[src/rtl/memtest_bist_display.sv]
// rtl/memtest_bist_display.sv - memory BIST write/read-compare sequencer with hex seven-segment status readout
module memtest_bist_display #(
  parameter int          DATA_W   = 16,
  parameter int          ADDR_W   = 10,
  parameter int          DIGITS   = 4,
  parameter int          STEP_DIV = 1,
  parameter logic [15:0] SEED     = 16'hA5A5
) (
  input  logic                clk,
  input  logic                rst,
  input  logic                start,
  input  logic [1:0]          pat_sel,
  input  logic [1:0]          disp_sel,
  output logic [ADDR_W-1:0]   mem_addr,
  output logic                mem_we,
  output logic [DATA_W-1:0]   mem_wdata,
  input  logic [DATA_W-1:0]   mem_rdata,
  output logic                busy,
  output logic                pass,
  output logic                fail,
  output logic [7*DIGITS-1:0] seg
);
  localparam int DW    = 4 * DIGITS;
  localparam int DIV_W = (STEP_DIV > 1) ? $clog2(STEP_DIV) : 1;
  localparam logic [DATA_W-1:0] SEED_W = DATA_W'(SEED);
  localparam logic [DATA_W-1:0] ALT_5  = DATA_W'(64'h5555_5555_5555_5555);
  localparam logic [DATA_W-1:0] ALT_A  = DATA_W'(64'hAAAA_AAAA_AAAA_AAAA);

  typedef enum logic [2:0] {S_IDLE, S_WRITE, S_READ, S_CMP, S_DONE} state_t;

  state_t             state_q, state_d;
  logic [ADDR_W-1:0]  addr_q, addr_d;
  logic [DW-1:0]      err_q, err_d;
  logic [ADDR_W-1:0]  ffa_q, ffa_d;
  logic [DATA_W-1:0]  last_rd_q, last_rd_d;
  logic [1:0]         pat_q, pat_d;
  logic [DIV_W-1:0]   div_q, div_d;
  logic               busy_q, busy_d;
  logic               pass_q, pass_d;
  logic               fail_q, fail_d;

  logic               tick;
  logic [DATA_W-1:0]  expected;
  logic               mismatch;
  logic [DW-1:0]      disp_word;

  function automatic logic [DATA_W-1:0] pattern_of(input logic [1:0] sel, input logic [ADDR_W-1:0] a);
    case (sel)
      2'd0:    pattern_of = DATA_W'(a) ^ SEED_W;
      2'd1:    pattern_of = '0;
      2'd2:    pattern_of = '1;
      default: pattern_of = a[0] ? ALT_A : ALT_5;
    endcase
  endfunction

  function automatic logic [6:0] hex_glyph(input logic [3:0] n);
    case (n)
      4'h0: hex_glyph = 7'b1000000;
      4'h1: hex_glyph = 7'b1111001;
      4'h2: hex_glyph = 7'b0100100;
      4'h3: hex_glyph = 7'b0110000;
      4'h4: hex_glyph = 7'b0011001;
      4'h5: hex_glyph = 7'b0010010;
      4'h6: hex_glyph = 7'b0000010;
      4'h7: hex_glyph = 7'b1111000;
      4'h8: hex_glyph = 7'b0000000;
      4'h9: hex_glyph = 7'b0010000;
      4'hA: hex_glyph = 7'b0001000;
      4'hB: hex_glyph = 7'b0000011;
      4'hC: hex_glyph = 7'b1000110;
      4'hD: hex_glyph = 7'b0100001;
      4'hE: hex_glyph = 7'b0000110;
      default: hex_glyph = 7'b0001110;
    endcase
  endfunction

  assign tick      = (div_q == DIV_W'(STEP_DIV - 1));
  assign expected  = pattern_of(pat_q, addr_q);
  assign mismatch  = (mem_rdata != expected);
  assign mem_addr  = addr_q;
  assign mem_wdata = expected;
  assign mem_we    = (state_q == S_WRITE) && tick && !rst;
  assign busy      = busy_q;
  assign pass      = pass_q;
  assign fail      = fail_q;

  // CMP occupies one step like READ, so every address costs two steps
  always_comb begin
    state_d   = state_q;
    addr_d    = addr_q;
    err_d     = err_q;
    ffa_d     = ffa_q;
    last_rd_d = last_rd_q;
    pat_d     = pat_q;
    busy_d    = busy_q;
    pass_d    = pass_q;
    fail_d    = fail_q;
    div_d     = tick ? '0 : div_q + 1'b1;
    case (state_q)
      S_IDLE, S_DONE: begin
        if (start) begin
          state_d = S_WRITE;
          addr_d  = '0;
          err_d   = '0;
          ffa_d   = '0;
          pat_d   = pat_sel;
          busy_d  = 1'b1;
          pass_d  = 1'b0;
          fail_d  = 1'b0;
          div_d   = '0;
        end
      end
      S_WRITE: begin
        if (tick) begin
          if (addr_q == '1) begin
            addr_d  = '0;
            state_d = S_READ;
          end else begin
            addr_d = addr_q + 1'b1;
          end
        end
      end
      S_READ: begin
        if (tick) state_d = S_CMP;
      end
      S_CMP: begin
        if (tick) begin
          last_rd_d = mem_rdata;
          if (mismatch) begin
            if (err_q == '0) ffa_d = addr_q;
            err_d = (err_q == '1) ? err_q : err_q + 1'b1;
          end
          if (addr_q == '1) begin
            state_d = S_DONE;
            busy_d  = 1'b0;
            pass_d  = (err_d == '0);
            fail_d  = (err_d != '0);
          end else begin
            addr_d  = addr_q + 1'b1;
            state_d = S_READ;
          end
        end
      end
      default: state_d = S_IDLE;
    endcase
  end

  always_ff @(posedge clk) begin
    if (rst) begin
      state_q   <= S_IDLE;
      addr_q    <= '0;
      err_q     <= '0;
      ffa_q     <= '0;
      last_rd_q <= '0;
      pat_q     <= '0;
      div_q     <= '0;
      busy_q    <= 1'b0;
      pass_q    <= 1'b0;
      fail_q    <= 1'b0;
    end else begin
      state_q   <= state_d;
      addr_q    <= addr_d;
      err_q     <= err_d;
      ffa_q     <= ffa_d;
      last_rd_q <= last_rd_d;
      pat_q     <= pat_d;
      div_q     <= div_d;
      busy_q    <= busy_d;
      pass_q    <= pass_d;
      fail_q    <= fail_d;
    end
  end

  always_comb begin
    case (disp_sel)
      2'd0:    disp_word = DW'(last_rd_q);
      2'd1:    disp_word = err_q;
      2'd2:    disp_word = DW'(ffa_q);
      default: disp_word = DW'(addr_q);
    endcase
    seg = '0;
    for (int k = 0; k < DIGITS; k++) begin
      seg[7*k +: 7] = hex_glyph(disp_word[4*k +: 4]);
    end
  end
endmodule

[config.mk]
export PLATFORM = sky130hd
export DESIGN_NAME = memtest_bist_display
export DESIGN_NICKNAME = d
export VERILOG_FILES = /design/src/rtl/memtest_bist_display.sv
export SDC_FILE = /design/constraint.sdc
export NUM_CORES = 1
export LEC_CHECK = 0
export BUFFER_PORTS_ARGS = -buffer_cell sky130_fd_sc_hd__buf_2
export CAP_MARGIN = 10
export CORE_ASPECT_RATIO = 2
export CORE_MARGIN = 4
export CORE_UTILIZATION = 35
export DETAILED_ROUTE_END_ITERATION = 10
export GPL_TIMING_DRIVEN = 0
export PLACE_DENSITY = 0.56
export SETUP_SLACK_MARGIN = 0.5
export SKIP_LAST_GASP = 1
export SLEW_MARGIN = 20
export SYNTH_ARGS = -nofsm -noshare
export SYNTH_HDL_FRONTEND = slang
export SYNTH_SLANG_ARGS = --single-unit
[constraint.sdc]
create_clock -name clk -period 5.1 [get_ports clk]
set_input_delay 0 -clock clk [delete_from_list [all_inputs] [get_ports clk]]
set_output_delay 0 -clock clk [all_outputs]
set_load 0.005 [all_outputs]
==> impl_metrics.py, run 1 <==
metrics = {
    "run_status": {
        "run_status": "finished, final reports clean",
    },
    "worst_setup_path": {
        "cp_max_fo": 10,
        "path_class": "flop to flop",
        "crit_slowest_cell": "a21boi_0",
        "endpoint_kind": "flop",
        "path_cells": "buf_4, a21boi_0, mux2i_1, a211oi_1, nand4_1, o31a_1, clkbuf_1, nand4_1, a222oi_1, nand4_1, and2_1",
        "cpMostUsedCell": "nand4_1",
        "max_stage_delay_ps": 500,
        "r2r_slack_ps": 1600,
        "cp_data_required_time_ps": 5320,
        "r2r_start": "pat_q[0]",
        "cp.arrival_ps": 3720,
        "cp-start-kind": "flop",
        "r2r-end": "fail",
        "r2r_cells": 11,
    },
    "pwr": {
        "leakage_nw": 2.268,
        "pwr-share-comb_pct": 11.4,
        "power.density_mw_per_mm2": 216.6,
        "intPower_uw": 946.5,
        "p_switching_uw": 305.8,
        "swShare_pct": 24.42,
        "p_seq_share_pct": 38.2,
        "clkPwrFrac_pct": 50.4,
        "vdd_drop_max_mv": 0.1717,
        "finalPower_mw": 1.252,
    },
    "sta": {
        "min_period_ps": 3502,
        "slew_violations": 0,
        "timing.final.ws_setup_ps": 1598,
        "clock_skew_ps": 4.955,
        "hold_viol": 0,
        "final.setup.tns_ps": 0,
        "setup_viol": 0,
        "rsz0062_at_grt": "no",
        "fmax_mhz": 285.6,
        "final.period_utilization_pct": 68.67,
        "slew_headroom_pct": 33.06,
        "worst_slew_pin_slew_ps": 995.5,
    },
    "floorplanning": {
        "die_h_um": 172.1,
        "start_util_pct": 35.87,
        "core_area_sq_mm": 0.01314,
        "die_area_sq_mm": 0.01550,
        "die_w_um": 90.06,
        "ios": 81,
        "num_rows": 59,
    },
    "logic_synthesis": {
        "synth_edf_count": 0,
        "synth.distinct_cells": 60,
        "yosysWarnings": 0,
        "synth.avg_cell_area_sq_um": 7.376,
        "syn-num-nets": 689,
        "synth_ff_type": "dfxtp_1",
        "synthArstFlopShare_pct": 0,
        "synth_area_sq_mm": 0.004713,
        "synthCells": 639,
        "seq_area_frac_synth_pct": 25.48,
        "ys_seq_elements": 60,
    },
    "grt": {
        "grt_pass1_wl_mm": 26.03,
        "overflow": 0,
        "antenna_found_initial": 0,
        "grt_max_degree": 11,
        "grt_use_total_pct": 21.36,
        "grt_pass1_vias": 5077,
    },
    "cts": {
        "cts_setup_buffers": 0,
        "root_buffer": "clkbuf_16",
        "cts_tree": "yes",
        "clockBufferDepth": 2,
        "post_cts_resize_count": 0,
        "cts_buffers": 9,
        "path_clk_slew_ps": 50,
        "insertion_delay_ps": 330,
        "h-tree-depth": 3,
        "cts_sinks": 60,
    },
    "route": {
        "ant_nets": 0,
        "drc": 0,
        "first_iter_violations": 333,
        "via_per_inst": 5.780,
        "dr.pass1.iters": 5,
        "routedWlPerCell_um": 18.66,
        "drt_wl_total_mm": 16.83,
        "vias": 5214,
    },
    "hold_path": {
        "min-delay-start": "mem_rdata[10]",
        "min_path_type": "primary input to flop",
        "min_to": "last_rd_q[10]",
        "worstHoldPathCells": 3,
    },
    "finish": {
        "final_common_cell": "nand2_1",
        "final_core_util_pct": 44.01,
        "final_cell_mix": "nand2_1 (98), buf_2 (85), a21oi_1 (61)",
        "drive_gt1_share_pct": 17.87,
        "n_antenna_cell": 0,
        "syn2layout_area_growth_pct": 22.70,
        "nets": 796,
    },
    "placement": {
        "io_buffers": 78,
        "pre_cts_slack_ps": 1622,
        "place_hpwl_mm": 13.17,
        "gp_congestion": 0.9691,
    },
    "job": {
        "cap_violations": 0,
    },
}
## how the worst max path moves through the flow
stage,startpoint,endpoint,slack (ps)
after floorplan,mem_addr[0],fail,2470
after global placement,pat_q[0],fail,1650
after detailed placement,pat_q[0],fail,1620
after CTS,pat_q[0],fail,1600
after global routing,err_q[1],pass,1450
final,pat_q[0],fail,1600
## final cells by class
cell class              instances  area [sq um]
flip-flops and latches         60          1201
repair buffers                 96         570.5
well taps                     152         190.2
fillers                      1377          7357
multi-input cells             507          3218
inverters                      26         97.59
clock buffers                  14         274.0
clock inverters                 1         30.03
plain buffers                  46         201.4
## timing repair
action / CTS / global route
setup endpoints to repair: 0 / 0
hold buffers: 18 / 0
endpoints found under the hold margin: 18 / 0
## critical path, delay by kind of cell, from the launching register on
family	cells	cell delay, ps
AO/OA/AOI/OAI	4	1150
multiplexers	1	330
AND/OR/NAND/NOR	4	890
buffers and inverters	2	620
flip-flops	1	390
## Yosys cell counts (all sizes together) (3+ instances only)
master	count	share of area, %
nand2	98	7.8
a21oi	61	6.5
dfxtp	60	25
nor2	54	4.3
o21ai	36	3.9
clkbuf	32	2.6
nand3	28	3.0
ha	27	7.2
inv	26	2.1
nor3	23	2.7
mux2i	17	3.6
buf	14	1.7
or3	13	1.7
mux4	12	5.7
nand2b	11	1.5
o22ai	11	1.5
a31oi	10	1.3
nand4	10	1.3
or2	9	1.2
and2	7	0.93
and3	6	0.80
xnor2	6	1.1
a211oi	5	0.80
a311oi	5	0.93
mux2	5	1.2
nor4	5	0.66
xor2	5	0.93
o31a	4	0.74
a32o	3	0.64
and2b	3	0.48
nor3b	3	0.48
o21a	3	0.48
or4	3	0.48
## metal layers
metal	routed length (um)	vias up	GRT usage, %
met5	0	-	0
met4	973	0	14.54
met3	678	47	3.135
met2	9029	179	41.01
met1	6152	2497	20.92
li1	-	2491	-
## power by group through the flow
stage	sequential [mW]	clock [mW]	combinational, mW
2_1_floorplan	0.486	0	0.0772
3_3_place_gp	0.487	0	0.132
3_5_place_dp	0.488	0	0.132
4_1_cts	0.478	0.640	0.144
5_1_grt	0.478	0.664	0.157
6_report	0.478	0.631	0.143
## per-stage QoR
| stage | cell area [sq um] | hold WS [ps] | instances |
|---|---|---|---|
| final | 5783 | 11.50 | 902 |
| after global routing | 5783 | 24.90 | 902 |
| after CTS | 5783 | 2.575 | 902 |
| after detailed placement | 5299 | 269.9 | 869 |
| after global placement | 5294 | 266.5 | 869 |
| after floorplan | 4713 | 136.0 | 639 |
## sequential cells by signal, indices dropped and copies added (netlist names)
signal	flops
fail	1
pat_q	2
err_q	16
mem_addr	10
last_rd_q	16
busy	1
state_q	3
ffa_q	10
pass	1
## kinds of logic after synthesis
group                    after synthesis  synth area share [%]
buffers and inverters                 72                 6.344
XOR/XNOR                              11                 2.044
flip-flops                            60                 25.48
AND/OR/NAND/NOR                      279                 28.27
adder cells (fa/ha/maj)               27                 7.167
AO/OA/AOI/OAI                        156                 20.15
multiplexers                          34                 10.54
No activity file was read; power rests on OpenSTA's default activity.
==> inputs of run 2 (changes only) <==
Clock period 5.1 ns to 3.5 ns, I/O delays scaled along.
==> run 2 against run 1 <==
  * Total power up 48%
  * Final cell count up 1.1%
  * Sequential power up 46%
  * Routed wire length up 1.3%
  * Maximum frequency up 18%
  * Critical endpoint unchanged
  * First-iteration DRC count down 3.0%
  * Worst hold slack worse by 1.8 ps
  * Sequential cell count unchanged
  * Worst setup slack worse by 1100 ps
  * Largest cell class unchanged
  * Clock power up 46%
  * Non-clock buffer count up 10
  * Sequential share of layout area down 0.47 points
==> impl_metrics.py, run 2 (same netlist as run 1, synthesis figures left out) <==
metrics = {
    "run_status": {
        "run_status": "finished, final reports clean",
    },
    "pwr": {
        "p_switching_uw": 455.7,
        "pwr-share-comb_pct": 12.5,
        "power.density_mw_per_mm2": 308.2,
        "clkPwrFrac_pct": 49.8,
        "vdd_drop_max_mv": 0.2557,
        "p_seq_share_pct": 37.7,
        "swShare_pct": 24.63,
        "intPower_mw": 1.395,
        "leakage_nw": 2.371,
    },
    "route": {
        "first_iter_violations": 323,
        "routedWlPerCell_um": 18.70,
        "drt_wl_total_mm": 17.05,
        "via_per_inst": 5.719,
        "ant_nets": 0,
        "vias": 5216,
        "dr.pass1.iters": 5,
        "drc": 0,
    },
    "sta": {
        "hold_viol": 0,
        "setup_viol": 0,
        "clock_skew_ps": 5.831,
        "slew_headroom_pct": 34.21,
        "slew_violations": 0,
        "min_period_ps": 2967,
        "final.period_utilization_pct": 84.76,
        "worst_slew_pin_slew_ps": 978.4,
        "fmax_mhz": 337.1,
        "final.setup.tns_ps": 0,
        "rsz0062_at_grt": "no",
        "hold-worst-slack_ps": 9.720,
    },
    "floorplanning": {
        "die_area_sq_mm": 0.01550,
        "ios": 81,
        "num_rows": 59,
        "start_util_pct": 35.87,
        "core_area_sq_mm": 0.01314,
        "die_h_um": 172.1,
        "die_w_um": 90.06,
    },
    "worst_setup_path": {
        "cp-start-kind": "flop",
        "cp.arrival_ps": 3190,
        "crit_start": "pat_q[1]",
        "endpoint_kind": "flop",
        "r2r_slack_ps": 530,
        "path_class": "flop to flop",
        "cp_data_required_time_ps": 3720,
        "r2r_start": "pat_q[1]",
        "cp_max_fo": 10,
    },
    "finish": {
        "final_cells": 912,
        "final_area_sq_mm": 0.006003,
        "syn2layout_area_growth_pct": 27.37,
        "final_common_cell": "nand2_1",
        "reg_top3": "err_q x16, last_rd_q x16",
        "n_antenna_cell": 0,
        "nets": 806,
        "final_cell_mix": "nand2_1 (98), buf_2 (82), a21oi_1 (60)",
        "drive_gt1_share_pct": 22.50,
    },
    "cts": {
        "cts_sinks": 60,
        "cts_buffers": 9,
        "root_buffer": "clkbuf_16",
        "cts_tree": "yes",
        "insertion_delay_ps": 330,
        "h-tree-depth": 3,
        "clockBufferDepth": 2,
        "path_clk_slew_ps": 50,
    },
    "grt": {
        "antenna_found_initial": 0,
        "grt_pass1_wl_mm": 26.36,
        "grt_max_degree": 11,
        "grt_pass1_vias": 5118,
        "overflow": 0,
        "grt_use_total_pct": 21.58,
    },
    "hold_path": {
        "min_path_type": "primary input to flop",
        "min-delay-start": "mem_rdata[10]",
    },
    "placement": {
        "io_buffers": 78,
        "place_hpwl_mm": 13.17,
        "placed_area_sq_mm": 0.005299,
        "gp_congestion": 0.9691,
        "place_inst": 869,
    },
    "job": {
        "cap_violations": 0,
    },
}
[run 2: cell types whose count changed in the layout (fill, tap and decap cells not counted), sizes merged]
cell    before  now
buf         92  101
clkbuf      46   47
[run 2: per-layer routing]
| metal | track usage (%) | wire length (um) |
|---|---|---|
| met5 | 0 | 0 |
| met1 | 21.00 | 6128 |
| met2 | 41.79 | 9256 |
| met3 | 3.265 | 729 |
| met4 | 14.21 | 937 |
[run 2: metrics by stage]
step / power, mW / setup WS [ps] / utilization, %
floorplan: 0.8211 / 874.8 / -
global placement: 0.9026 / 46.39 / 40.29
detailed placement: 0.9031 / 22.18 / 40.33
CTS: 1.853 / 469.3 / 45.12
global route: 1.915 / 487.9 / 45.69
finish: 1.850 / 533.4 / 45.69
[run 2: path summary, 6_finish.rpt]
| kind | to | cells past startpoint |
|---|---|---|
| setup / recovery | fail | 11 |
| hold / removal | last_rd_q[10] | 3 |
| setup reg to reg | fail | 11 |
| hold reg to reg | last_rd_q[0] | 2 |
[run 2: critical path, cell delays in order, from the launching register on]
cell and delay, ps:
dfxtp_4 350, a21bo_4 210, inv_2 60, or3_4 320, a32o_1 220, a311o_1 340
nor3_4 240, buf_6 180, nand2_1 70, a311oi_2 370, nand4_1 280, and2_1 220
[run 2: cell type report]
type                            instances  area, sq um
Buffer                                 46        239.0
Clock buffer                           14        274.0
Clock inverter                          1        30.03
Fill cell                            1355         7137
Inverter                               26        97.59
Multi-Input combinational cell        507         3307
Sequential cell                        60         1219
Tap cell                              152        190.2
Timing Repair Buffer                  106        646.9
[run 2: what timing repair did]
item / in CTS / in global routing
gates resized for setup: 30 / 19
pin swaps: 7 / 11
setup buffers: 6 / 3
hold buffers: 18 / 0
endpoints found under the setup margin: 23 / 19
cloned: 0 / 1
endpoints found under the hold margin: 18 / 0
[run 2: power groups by stage]
stage / logic, mW / clock network, mW / registers, mW
after floorplan: 0.112 / 0 / 0.709
after global routing: 0.251 / 0.968 / 0.697
after global placement: 0.192 / 0 / 0.710
after detailed placement: 0.192 / 0 / 0.711
final: 0.231 / 0.922 / 0.697
after CTS: 0.223 / 0.932 / 0.697
